**src/rtl/psum_pkg.sv**
```systemverilog
// rtl/psum_pkg.sv - shared constants for the nibble-serial partial-sum accumulator
// Holds the FSM state encoding, the slice width and the signed-overflow rule.
package psum_pkg;

  localparam int NIB_W = 4;

  localparam logic [1:0] ST_IDLE = 2'd0;
  localparam logic [1:0] ST_ADD  = 2'd1;
  localparam logic [1:0] ST_HOLD = 2'd2;

  // Overflow when both addends share a sign and the result does not.
  function automatic logic signed_ovf(input logic op_msb, input logic acc_msb,
                                      input logic sum_msb);
    return (op_msb == acc_msb) && (sum_msb != op_msb);
  endfunction

endpackage

```
**src/rtl/psum_nibble_accumulator_add4_slice.sv**
```systemverilog
// rtl/psum_nibble_accumulator_add4_slice.sv - 4-bit add slice used once per ADD cycle
// Purely combinational: sum = a + b + cin, cout is the fifth bit.
module add4_slice
  import psum_pkg::*;
(
  input  logic [NIB_W-1:0] a,
  input  logic [NIB_W-1:0] b,
  input  logic             cin,
  output logic [NIB_W-1:0] sum,
  output logic             cout
);

  logic [NIB_W:0] full;

  assign full = {1'b0, a} + {1'b0, b} + {{NIB_W{1'b0}}, cin};
  assign sum  = full[NIB_W-1:0];
  assign cout = full[NIB_W];

endmodule

```
**src/rtl/psum_nibble_accumulator.sv**
```systemverilog
// rtl/psum_nibble_accumulator.sv - nibble-serial signed accumulator with sticky overflow
// Optional macro PSUM_SAT_EN: saturate acc on overflow instead of wrapping.
module psum_nibble_accumulator
  import psum_pkg::*;
#(
  parameter int ACC_W = 16,
  parameter int NIB   = ACC_W / NIB_W
) (
  input  logic             clk,
  input  logic             rst,
  input  logic             in_valid,
  output logic             in_ready,
  input  logic [ACC_W-1:0] in_data,
  input  logic             in_last,
  output logic             out_valid,
  input  logic             out_ready,
  output logic [ACC_W-1:0] out_data,
  output logic             out_ovf
);

  localparam int IDX_W = $clog2(NIB);

  logic [1:0]       state_q, state_d;
  logic [ACC_W-1:0] acc_q, acc_d;
  logic [ACC_W-1:0] op_q, op_d;
  logic             last_q, last_d;
  logic             carry_q, carry_d;
  logic             ovf_q, ovf_d;
  logic [IDX_W-1:0] nib_q, nib_d;

  logic [NIB_W-1:0] sl_a, sl_b, sl_sum;
  logic             sl_cout;
  logic             ovf_now;

  assign sl_a = acc_q[int'(nib_q) * NIB_W +: NIB_W];
  assign sl_b = op_q[int'(nib_q) * NIB_W +: NIB_W];

  add4_slice u_slice (
    .a    (sl_a),
    .b    (sl_b),
    .cin  (carry_q),
    .sum  (sl_sum),
    .cout (sl_cout)
  );

  // Only meaningful on the top-nibble cycle, where sl_sum carries the new MSB.
  assign ovf_now = signed_ovf(op_q[ACC_W-1], acc_q[ACC_W-1], sl_sum[NIB_W-1]);

  always_comb begin
    state_d = state_q;
    acc_d   = acc_q;
    op_d    = op_q;
    last_d  = last_q;
    carry_d = carry_q;
    ovf_d   = ovf_q;
    nib_d   = nib_q;
    case (state_q)
      ST_IDLE: begin
        if (in_valid) begin
          op_d    = in_data;
          last_d  = in_last;
          nib_d   = '0;
          carry_d = 1'b0;
          state_d = ST_ADD;
        end
      end
      ST_ADD: begin
        acc_d[int'(nib_q) * NIB_W +: NIB_W] = sl_sum;
        carry_d = sl_cout;
        nib_d   = nib_q + 1'b1;
        if (nib_q == IDX_W'(NIB - 1)) begin
          nib_d   = '0;
          carry_d = 1'b0;
          if (ovf_now) begin
            ovf_d = 1'b1;
`ifdef PSUM_SAT_EN
            acc_d = op_q[ACC_W-1] ? {1'b1, {(ACC_W-1){1'b0}}}
                                  : {1'b0, {(ACC_W-1){1'b1}}};
`endif
          end
          state_d = last_q ? ST_HOLD : ST_IDLE;
        end
      end
      ST_HOLD: begin
        if (out_ready) begin
          acc_d   = '0;
          ovf_d   = 1'b0;
          state_d = ST_IDLE;
        end
      end
      default: state_d = ST_IDLE;
    endcase
  end

  always_ff @(posedge clk or posedge rst) begin
    if (rst) begin
      state_q <= ST_IDLE;
      acc_q   <= '0;
      op_q    <= '0;
      last_q  <= 1'b0;
      carry_q <= 1'b0;
      ovf_q   <= 1'b0;
      nib_q   <= '0;
    end else begin
      state_q <= state_d;
      acc_q   <= acc_d;
      op_q    <= op_d;
      last_q  <= last_d;
      carry_q <= carry_d;
      ovf_q   <= ovf_d;
      nib_q   <= nib_d;
    end
  end

  assign in_ready  = (state_q == ST_IDLE) && !rst;
  assign out_valid = (state_q == ST_HOLD) && !rst;
  assign out_data  = acc_q;
  assign out_ovf   = ovf_q;

endmodule

```
**config.mk**
```make
export PLATFORM = sky130hd
export DESIGN_NAME = psum_nibble_accumulator
export DESIGN_NICKNAME = d
export VERILOG_FILES = /design/src/rtl/psum_pkg.sv /design/src/rtl/psum_nibble_accumulator_add4_slice.sv /design/src/rtl/psum_nibble_accumulator.sv
export SDC_FILE = /design/constraint.sdc
export NUM_CORES = 1
export LEC_CHECK = 0
export BUFFER_PORTS_ARGS = -buffer_cell sky130_fd_sc_hd__buf_4
export CAP_MARGIN = 20
export CORE_MARGIN = 2
export CORE_UTILIZATION = 58
export CTS_CLUSTER_SIZE = 14
export DETAILED_ROUTE_END_ITERATION = 16
export PLACE_DENSITY = 0.81
export SLEW_MARGIN = 20
export SYNTH_ARGS = -nofsm -noshare
export SYNTH_HDL_FRONTEND = slang
export SYNTH_SLANG_ARGS = --single-unit
```
**constraint.sdc**
```tcl
create_clock -name clk -period 3.8 [get_ports clk]
set_input_delay 0.57 -clock clk [delete_from_list [all_inputs] [get_ports clk]]
set_output_delay 0.57 -clock clk [all_outputs]
set_load 0.05 [all_outputs]
```
======== Yosys cells after proc, flatten, opt, wreduce, memory -nomap -nowiden ========
Index checks and enable logic that the tools add are counted.
storage, ports and cells
  logic and storage cells ................. 54
  input port bits ......................... 21
  register bits ........................... 39
operators by class
  equal/unequal tests ..................... 9
  add/subtract/negate cells ............... 4
  reduce and logical (&&, ||, !) cells .... 12
  muxes and demuxes ....................... 18
  shift operators ......................... 4
operator list
  operator                                                                  count
  4-bit negator with 33-bit output                                          1
  4-bit by 33-bit variable shift with 16-bit output (first input constant)  1
  4-bit by 33-bit indexed part select with 16-bit output                    1
  16-bit case mux with 2 select lines                                       1
  16-bit by 5-bit indexed part select with 4-bit output                     2
  16-bit bitwise mux                                                        1
  16-bit two-way mux                                                        1
  2-bit two-way mux                                                         6
  2-bit inequality test (second input constant)                             4
  2-bit case mux with 3 select lines                                        1
  2-bit AND reduction                                                       3
  4-bit by 4-bit adder with 5-bit output                                    1
  5-bit by 1-bit adder with 5-bit output                                    1
  1-bit two-way mux                                                         5
  2-bit equality test (second input constant)                               2
  1-bit case mux with 2 select lines                                        2
  2-bit case mux with 2 select lines                                        1
  4-bit AND reduction                                                       1
  2-bit nonzero test                                                        2
  1-bit logical AND                                                         3
  3-bit AND reduction                                                       1
  2-bit by 1-bit adder with 2-bit output (second input constant)            1
  2-bit by 1-bit equality test with 1-bit output (second input constant)    1
  2-bit zero test                                                           1
  other kinds (3)                                                           3

======== Depth between registers and ports, before layout ========
Gate-level depths: netlist of the first run.
  depth after elaboration ................. 8
  depth in mapped cells ................... 7

======== Modules after synthesis ========
From an unflattened synthesis of the first run, not the netlist that was laid out.
unflattened totals
  cells, all modules ...................... 172
  area total of the unflattened synthesis .. 2267.2 sq um
modules (own cells, without submodules)
  module                   instances  area an instance (sq um)  cells an instance
  psum_nibble_accumulator  1          2123.3                    156
  add4_slice               1          143.9                     16

======== Least setup slack after synthesis of the first run ========
Ideal clock, no wire load.
  kind .................................... reg-to-reg
  start point ............................. register acc_q[12], in the netlist out_data[12]
  end point ............................... register acc_q[3], in the netlist out_data[3]
  path slack .............................. 1.265 ns
  library setup time ...................... 0.121 ns
  data required time ...................... 3.679 ns
  cell stages (with the launch flop) ...... 7
  arrival time ............................ 2.414 ns
  path through ............................ dfrtp_1 mux4_2 fa_1 and3_1 or3_4 and2_4 a22o_1
on the way
  word-level cells in the longest chain between the ends .. 6
RTL lines
  what                                                    line                                      source
  start, declared                                         psum_nibble_accumulator.sv:24             logic [ACC_W-1:0] acc_q, acc_d;
  start signal, assigned                                  psum_nibble_accumulator.sv:98             acc_q <= '0;
  start signal, assigned                                  psum_nibble_accumulator.sv:106            acc_q <= acc_d;
  16-bit by 5-bit indexed part select with 4-bit output   psum_nibble_accumulator.sv:35             assign sl_a = acc_q[int'(nib_q) * NIB_W +: NIB_W];
  4-bit by 4-bit adder with 5-bit output                  psum_nibble_accumulator_add4_slice.sv:15  assign full = {1'b0, a} + {1'b0, b} + {{NIB_W{1'b0}}, cin};
  5-bit by 1-bit adder with 5-bit output                  psum_nibble_accumulator_add4_slice.sv:15
  4-bit by 33-bit indexed part select with 16-bit output  psum_nibble_accumulator.sv:68             acc_d[int'(nib_q) * NIB_W +: NIB_W] = sl_sum;
  16-bit bitwise mux                                      psum_nibble_accumulator.sv:68
  16-bit case mux with 2 select lines                     psum_nibble_accumulator.sv:57             case (state_q)
No other way between the ends.
A chain may end at the register's enable or synchronous reset.

======== Final worst setup path of the first run ========
  start point ............................. register nib_q[0]
  end point ............................... register carry_q
on the way
  word-level cells in the longest chain between the ends .. 5
  elaborated cells on any way between the ends .. 7
  those cells by class .................... add/sub (2); eq/ne (1); shift (2); mux (2)
RTL lines
  what                                                                      line                                                          source
  start, declared                                                           psum_nibble_accumulator.sv:29                                 logic [IDX_W-1:0] nib_q, nib_d;
  start signal, assigned                                                    psum_nibble_accumulator.sv:111                                nib_q <= nib_d;
  16-bit by 5-bit indexed part select with 4-bit output (on tied branches)  psum_nibble_accumulator.sv:35, psum_nibble_accumulator.sv:36
  4-bit by 4-bit adder with 5-bit output                                    psum_nibble_accumulator_add4_slice.sv:15
  5-bit by 1-bit adder with 5-bit output                                    psum_nibble_accumulator_add4_slice.sv:15
  1-bit two-way mux *                                                       psum_nibble_accumulator.sv:71                                 if (nib_q == IDX_W'(NIB - 1)) begin
  1-bit case mux with 2 select lines *                                      psum_nibble_accumulator.sv:57
  end signal, assigned                                                      psum_nibble_accumulator.sv:109                                carry_q <= carry_d;
  end, declared                                                             psum_nibble_accumulator.sv:27                                 logic carry_q, carry_d;
Every way passes the cells marked *; elsewhere a longest branch is shown, timed or not.

==> impl_results.md, run 1 <==
* Synth Net Count at 181
* Avg Cell Area, Syn at 13.1 µm²
* Post-layout min period at 2.83 ns
* GR Overflow Total at 0
* Clock transition at path regs at 0.11 ns
* Final Hold Fails at 0
* Wire length per cell at 17.3 µm
* Initial antenna violation count at 0
* Highest Signal Layer: met4
* All-Layer GR Usage at 0.242
* DPL Wire Length at approximately 3200 µm
* First-pass GRT wire length at 7180 µm
* DRT met1 WL at 1760 µm
* Die span in y at 62.5 µm
* Vias in the first global route at 1496
* Final net count at 223
* Post-route setup slack at 0.968 ns
* CTS tree: yes
* Worst-skew pair later-pin latency at 0.36 ns
* MaxCap Viol Count at 0
* Routed vias at 1460
* Final GP Congestion at 0.870
* Register area share after synthesis at 0.492
* # Post-CTS Setup Buffers at 0
* DR iter-0 viols at 148
* I/O pins at 40
* Core Footprint at 3310 µm²
* Final ANT Viol Nets at 0
* Met3 routed WL at 257 µm
* CP Max Fanout at 13
* Main flop type after synthesis: dfrtp_1
* VDD IR max at about 0.54 mV
* CTS buffer count at 5
* CP Launch Type: register
* Synth cell types at 28
* Period utilization at 0.745
* F_max at 353 MHz
* WP data arrival at 3.06 ns
* Drt drc at 0
* Met2 routed WL at 2060 µm
* Mapped cell area at just under 2000 µm²
* Die width at between 60 and 70 µm
* Drt total wl at 4160 µm
* YS warnings at 0
* Commonest non-fill, non-tap cell in the layout: buf_4
* Post_cts resized at 0
* Ys async rst share at 1.00
* Outcome: completed
* # diodes at 0
* CP required at between 4 and 5 ns
* Power Density at slightly below 1000 nW/µm²
* Max Slew Vio Count at 0
* Crit. End Element: register
* HP Class: in -> async
* Initial DRT Pass Iterations at 4
* Clock sink count at 39
* Site Rows at 21
* Fin Clk Skew at 0.0151 ns
* Initial Util at 0.599
* Final Util at 0.712
* EDFF count, synth at 0
* Largest net degree at the start of global routing at 21
* Leak at 1.11 nW
* Die ar. at 3900 µm²
* Share of layout cells above drive strength 1 at 0.407
* Most frequent cells in the layout: 41 x buf_4, 39 x dfrtp_1, 18 x a22o_1
* Seq cells post-synth at 39
* PortBufs at 39
* CTS Root Cell: clkbuf_4
* Placed insts at 232
* Crit path kind: reg -> reg
* H-tree depth at 2
* Cells after synthesis at 151
* Worst slew margin at 0.526
* RSZ-0062 raised after global routing: no
* Endpoints failing setup at 0
* DP Worst Slack at 0.978 ns
* Worst slew pin tran at slightly above 0.7 ns
* Setup TNS at 0 ns
* Max Root-Sink Buffers at 2
* Hold buffers post-CTS at 0
* Hold Slack at 0.345 ns
* Area grow syn2layout at 18.8%
* Avg Vias per Cell at 6.08
* Non-filler cells, final at 240
-- worst max-delay path: stages (launching register included) --
cell and delay, ns:
dfrtp_1 0.75, mux4_2 0.60, fa_1 0.42, fa_1 0.44, a21o_2 0.24, a21oi_1 0.16, o32ai_1 0.09
-- synthesized netlist by cell type (3+ instances only) --
master / number / area share
ha_1: 7 / 0.044
dfrtp_1: 39 / 0.49
a21oi_1: 5 / 0.013
nor4b_2: 3 / 0.023
nand3_1: 3 / 0.0076
mux4_2: 8 / 0.091
a22o_1: 18 / 0.079
mux2_2: 17 / 0.097
nand2_1: 7 / 0.013
nor2_1: 15 / 0.028
inv_1: 5 / 0.0095
-- worst paths after layout --
kind                       cells past startpoint       from         end  slack, ns
max                                            6   nib_q[0]     carry_q       0.97
min                                            2        rst     op_q[1]       0.34
max reg2reg                                    6   nib_q[0]     carry_q       0.97
min reg2reg                                    1   op_q[13]    op_q[13]       0.52
max in group asynchronous                      3        rst  state_q[1]       2.73
min in group clk                               2  out_ready  state_q[1]       0.43
-- layer usage --
metal,global-route usage,vias to the layer above
li1,-,648
met1,0.312,729
met2,0.383,73
met3,0.0703,10
met4,0.103,0
met5,0,-
-- through the flow --
| stage | total power [W] | instance area (µm²) |
|---|---|---|
| final | 0.00228 | 2360 |
| after global routing | 0.00243 | 2360 |
| after CTS | 0.00228 | 2360 |
| after detailed placement | 0.00208 | 2310 |
| after global placement | 0.00202 | 2310 |
| after floorplan | 0.00176 | 1980 |
-- layout make-up --
cell class / count / area [µm²]
clock buffers: 7 / 45.0
clock inverters: 1 / 5.00
fillers: 261 / 955
inverters: 5 / 18.8
multi-input cells: 101 / 946
flip-flops and latches: 39 / 976
well taps: 46 / 57.6
repair buffers: 41 / 308
-- sequential cells by signal (all words and copies together) (netlist names) --
name      cells
nib_q         2
out_data     16
last_q        1
out_ovf       1
op_q         16
carry_q       1
state_q       2
-- report_power, final --
group          internal (W)  switching, W
Sequential         0.000596      0.000193
Combinational      0.000576      0.000714
Clock             0.0000721      0.000132
Total               0.00124       0.00104
-- cells by family (layout without fill, tap and decap cells) --
kind of cell             count (synthesis)  count (layout)  synth area share
multiplexers                            25              25             0.187
adder cells (fa/ha/maj)                  9               9            0.0644
AND/OR/NAND/NOR                         35              35            0.0978
flip-flops                              39              39             0.492
XOR/XNOR                                 1               1           0.00442
buffers and inverters                   11              54            0.0334
AO/OA/AOI/OAI                           31              31             0.121
No activity file was read; power rests on OpenSTA's default activity.
==> run 2: changes to the inputs <==
--- a/config.mk
+++ b/config.mk
@@ -8,10 +8,10 @@
 export BUFFER_PORTS_ARGS = -buffer_cell sky130_fd_sc_hd__buf_4
 export CAP_MARGIN = 20
 export CORE_MARGIN = 2
-export CORE_UTILIZATION = 58
+export CORE_UTILIZATION = 49
 export CTS_CLUSTER_SIZE = 14
 export DETAILED_ROUTE_END_ITERATION = 16
-export PLACE_DENSITY = 0.81
+export PLACE_DENSITY = 0.72
 export SLEW_MARGIN = 20
 export SYNTH_ARGS = -nofsm -noshare
 export SYNTH_HDL_FRONTEND = slang
==> constraint.sdc (replaced) <==
create_clock -name clk -period 2.4 [get_ports clk]
set_input_delay 0.36 -clock clk [delete_from_list [all_inputs] [get_ports clk]]
set_output_delay 0.36 -clock clk [all_outputs]
set_load 0.05 [all_outputs]
==> impl_results.md, run 2 (same netlist as run 1, synthesis figures left out) <==
* Outcome: completed
* Final Util at 0.646
* Multi-input logic area at 988 µm²
* DPL Wire Length at 3220 µm
* Share of layout cells above drive strength 1 at 0.517
* Largest net degree at the start of global routing at 40
* CTS buffer count at 5
* Final instance area at 2550 µm²
* CTS Root Cell: clkbuf_8
* Endpoints failing setup at 0
* Final ANT Viol Nets at 0
* Worst slew pin tran at approximately 0.57 ns
* Initial Util at 0.503
* Clock transition at path regs at ~0.08 ns
* DRT met1 WL at 1820 µm
* WP data arrival at 2.58 ns
* Wire length per cell at 17.6 µm
* All-Layer GR Usage at 0.221
* Most frequent cells in the layout: 46 x buf_4, 29 x dfrtp_1, 18 x a22o_1
* Crit path kind: reg -> reg
* Leak at 1.16 nW
* Max Root-Sink Buffers at 2
* H-tree depth at 2
* Clock sink count at 39
* RSZ-0062 raised after global routing: yes
* Die width at roughly 68 µm
* Final-layout fill cell count at 297
* Post-layout min period at 2.40 ns
* CP Launch Type: register
* Avg Vias per Cell at 5.71
* Commonest non-fill, non-tap cell in the layout: buf_4
* Fin Clk Skew at ~0.0091 ns
* Vias in the first global route at approximately 1400
* Die span in y at roughly 68 µm
* Final net count at 230
* Period utilization at 1.00
* Met3 routed WL at 290 µm
* Worst-skew pair later-pin latency at 0.30 ns
* # diodes at 0
* Max Slew Vio Count at 0
* Placed cell area at approximately 2400 µm²
* Area grow syn2layout at 28.5%
* PortBufs at 39
* Power, Total at a little over 0.004 W
* Final Hold Fails at 0
* CP Max Fanout at 6
* F_max at 417 MHz
* Drt total wl at ~4400 µm
* CP required at 2.58 ns
* Crit. End Element: register
* Final GP Congestion at roughly 0.85
* Die ar. at 4570 µm²
* Met2 routed WL at 2210 µm
* Power Density at 1630 nW/µm²
* Reg2reg path depth at 7
* Core Footprint at slightly below 4000 µm²
* MaxCap Viol Count at 0
* I/O pins at 40
* Routed vias at 1432
* First-pass GRT wire length at 7180 µm
* Site Rows at 23
* Initial DRT Pass Iterations at 4
* Drt drc at 0
* CTS tree: yes
* Sequential cell area at 988 µm²
* VDD IR max at 0.700 mV
* HP Class: in -> async
* GR Overflow Total at 0
* Highest Signal Layer: met4
* Worst slew margin at 0.617
* Initial antenna violation count at 0
* DR iter-0 viols at 125
==> run 2: changes by cell type in the layout (fill, tap and decap cells not counted), sizes merged <==
cell and change:
buf +7, bufinv +1, clkbuf -1, clkinv -1, inv +1
==> run 2: path summary, 6_finish.rpt <==
kind / start / endpoint / slack, ns
hold reg to reg: op_q[11] / op_q[11] / 0.51
min in group clk: out_ready / state_q[1] / 0.26
hold / removal: rst / last_q / 0.18
setup reg to reg: nib_q[0] / out_data[15] / 0.0008
setup / recovery: nib_q[0] / out_data[15] / 0.0008
max in group asynchronous: rst / nib_q[0] / 1.84
==> run 2: what timing repair did <==
| action | CTS | global route |
|---|---|---|
| setup endpoints to repair | 10 | 10 |
| pin swaps | 3 | 1 |
| setup buffers | 2 | 0 |
| gates resized for setup | 5 | 2 |
| hold buffers | 0 | 0 |
==> run 2: layout make-up <==
| type | count | share of cell area |
|---|---|---|
| inverters | 5 | 0.00737 |
| clock buffers | 6 | 0.0324 |
| flip-flops and latches | 39 | 0.388 |
| multi-input cells | 101 | 0.388 |
| repair buffers | 48 | 0.144 |
| clock inverters | 2 | 0.0152 |
| well taps | 50 | 0.0246 |
==> run 2: stage by stage <==
stage	setup WS [ns]	hold WS (ns)	instances	setup TNS (ns)
CTS	0.00221	0.199	251	0
finish	0.000763	0.182	251	0
global route	-0.0991	0.216	251	-0.471
global placement	-0.0656	0.487	241	-0.336
detailed placement	-0.175	0.496	241	-1.20
floorplan	-0.00927	0.465	151	-0.0370
==> run 2: worst max-delay path, cell delays in order, from the launching register on <==
cell     delay, ns
dfrtp_2       0.47
buf_6         0.13
mux4_2        0.54
ha_4          0.26
and3_4        0.18
or3_4         0.34
and2_4        0.19
a22o_1        0.18
==> run 2: routing by layer <==
layer,GRT usage,up-vias
li1,-,656
met1,0.275,714
met2,0.344,51
met3,0.0700,11
met4,0.112,0
met5,0,-
==> run 2: where the power goes <==
part	switching (W)	internal, W
Clock	0.000243	0.000342
Combinational	0.00126	0.00107
Sequential	0.000265	0.000959
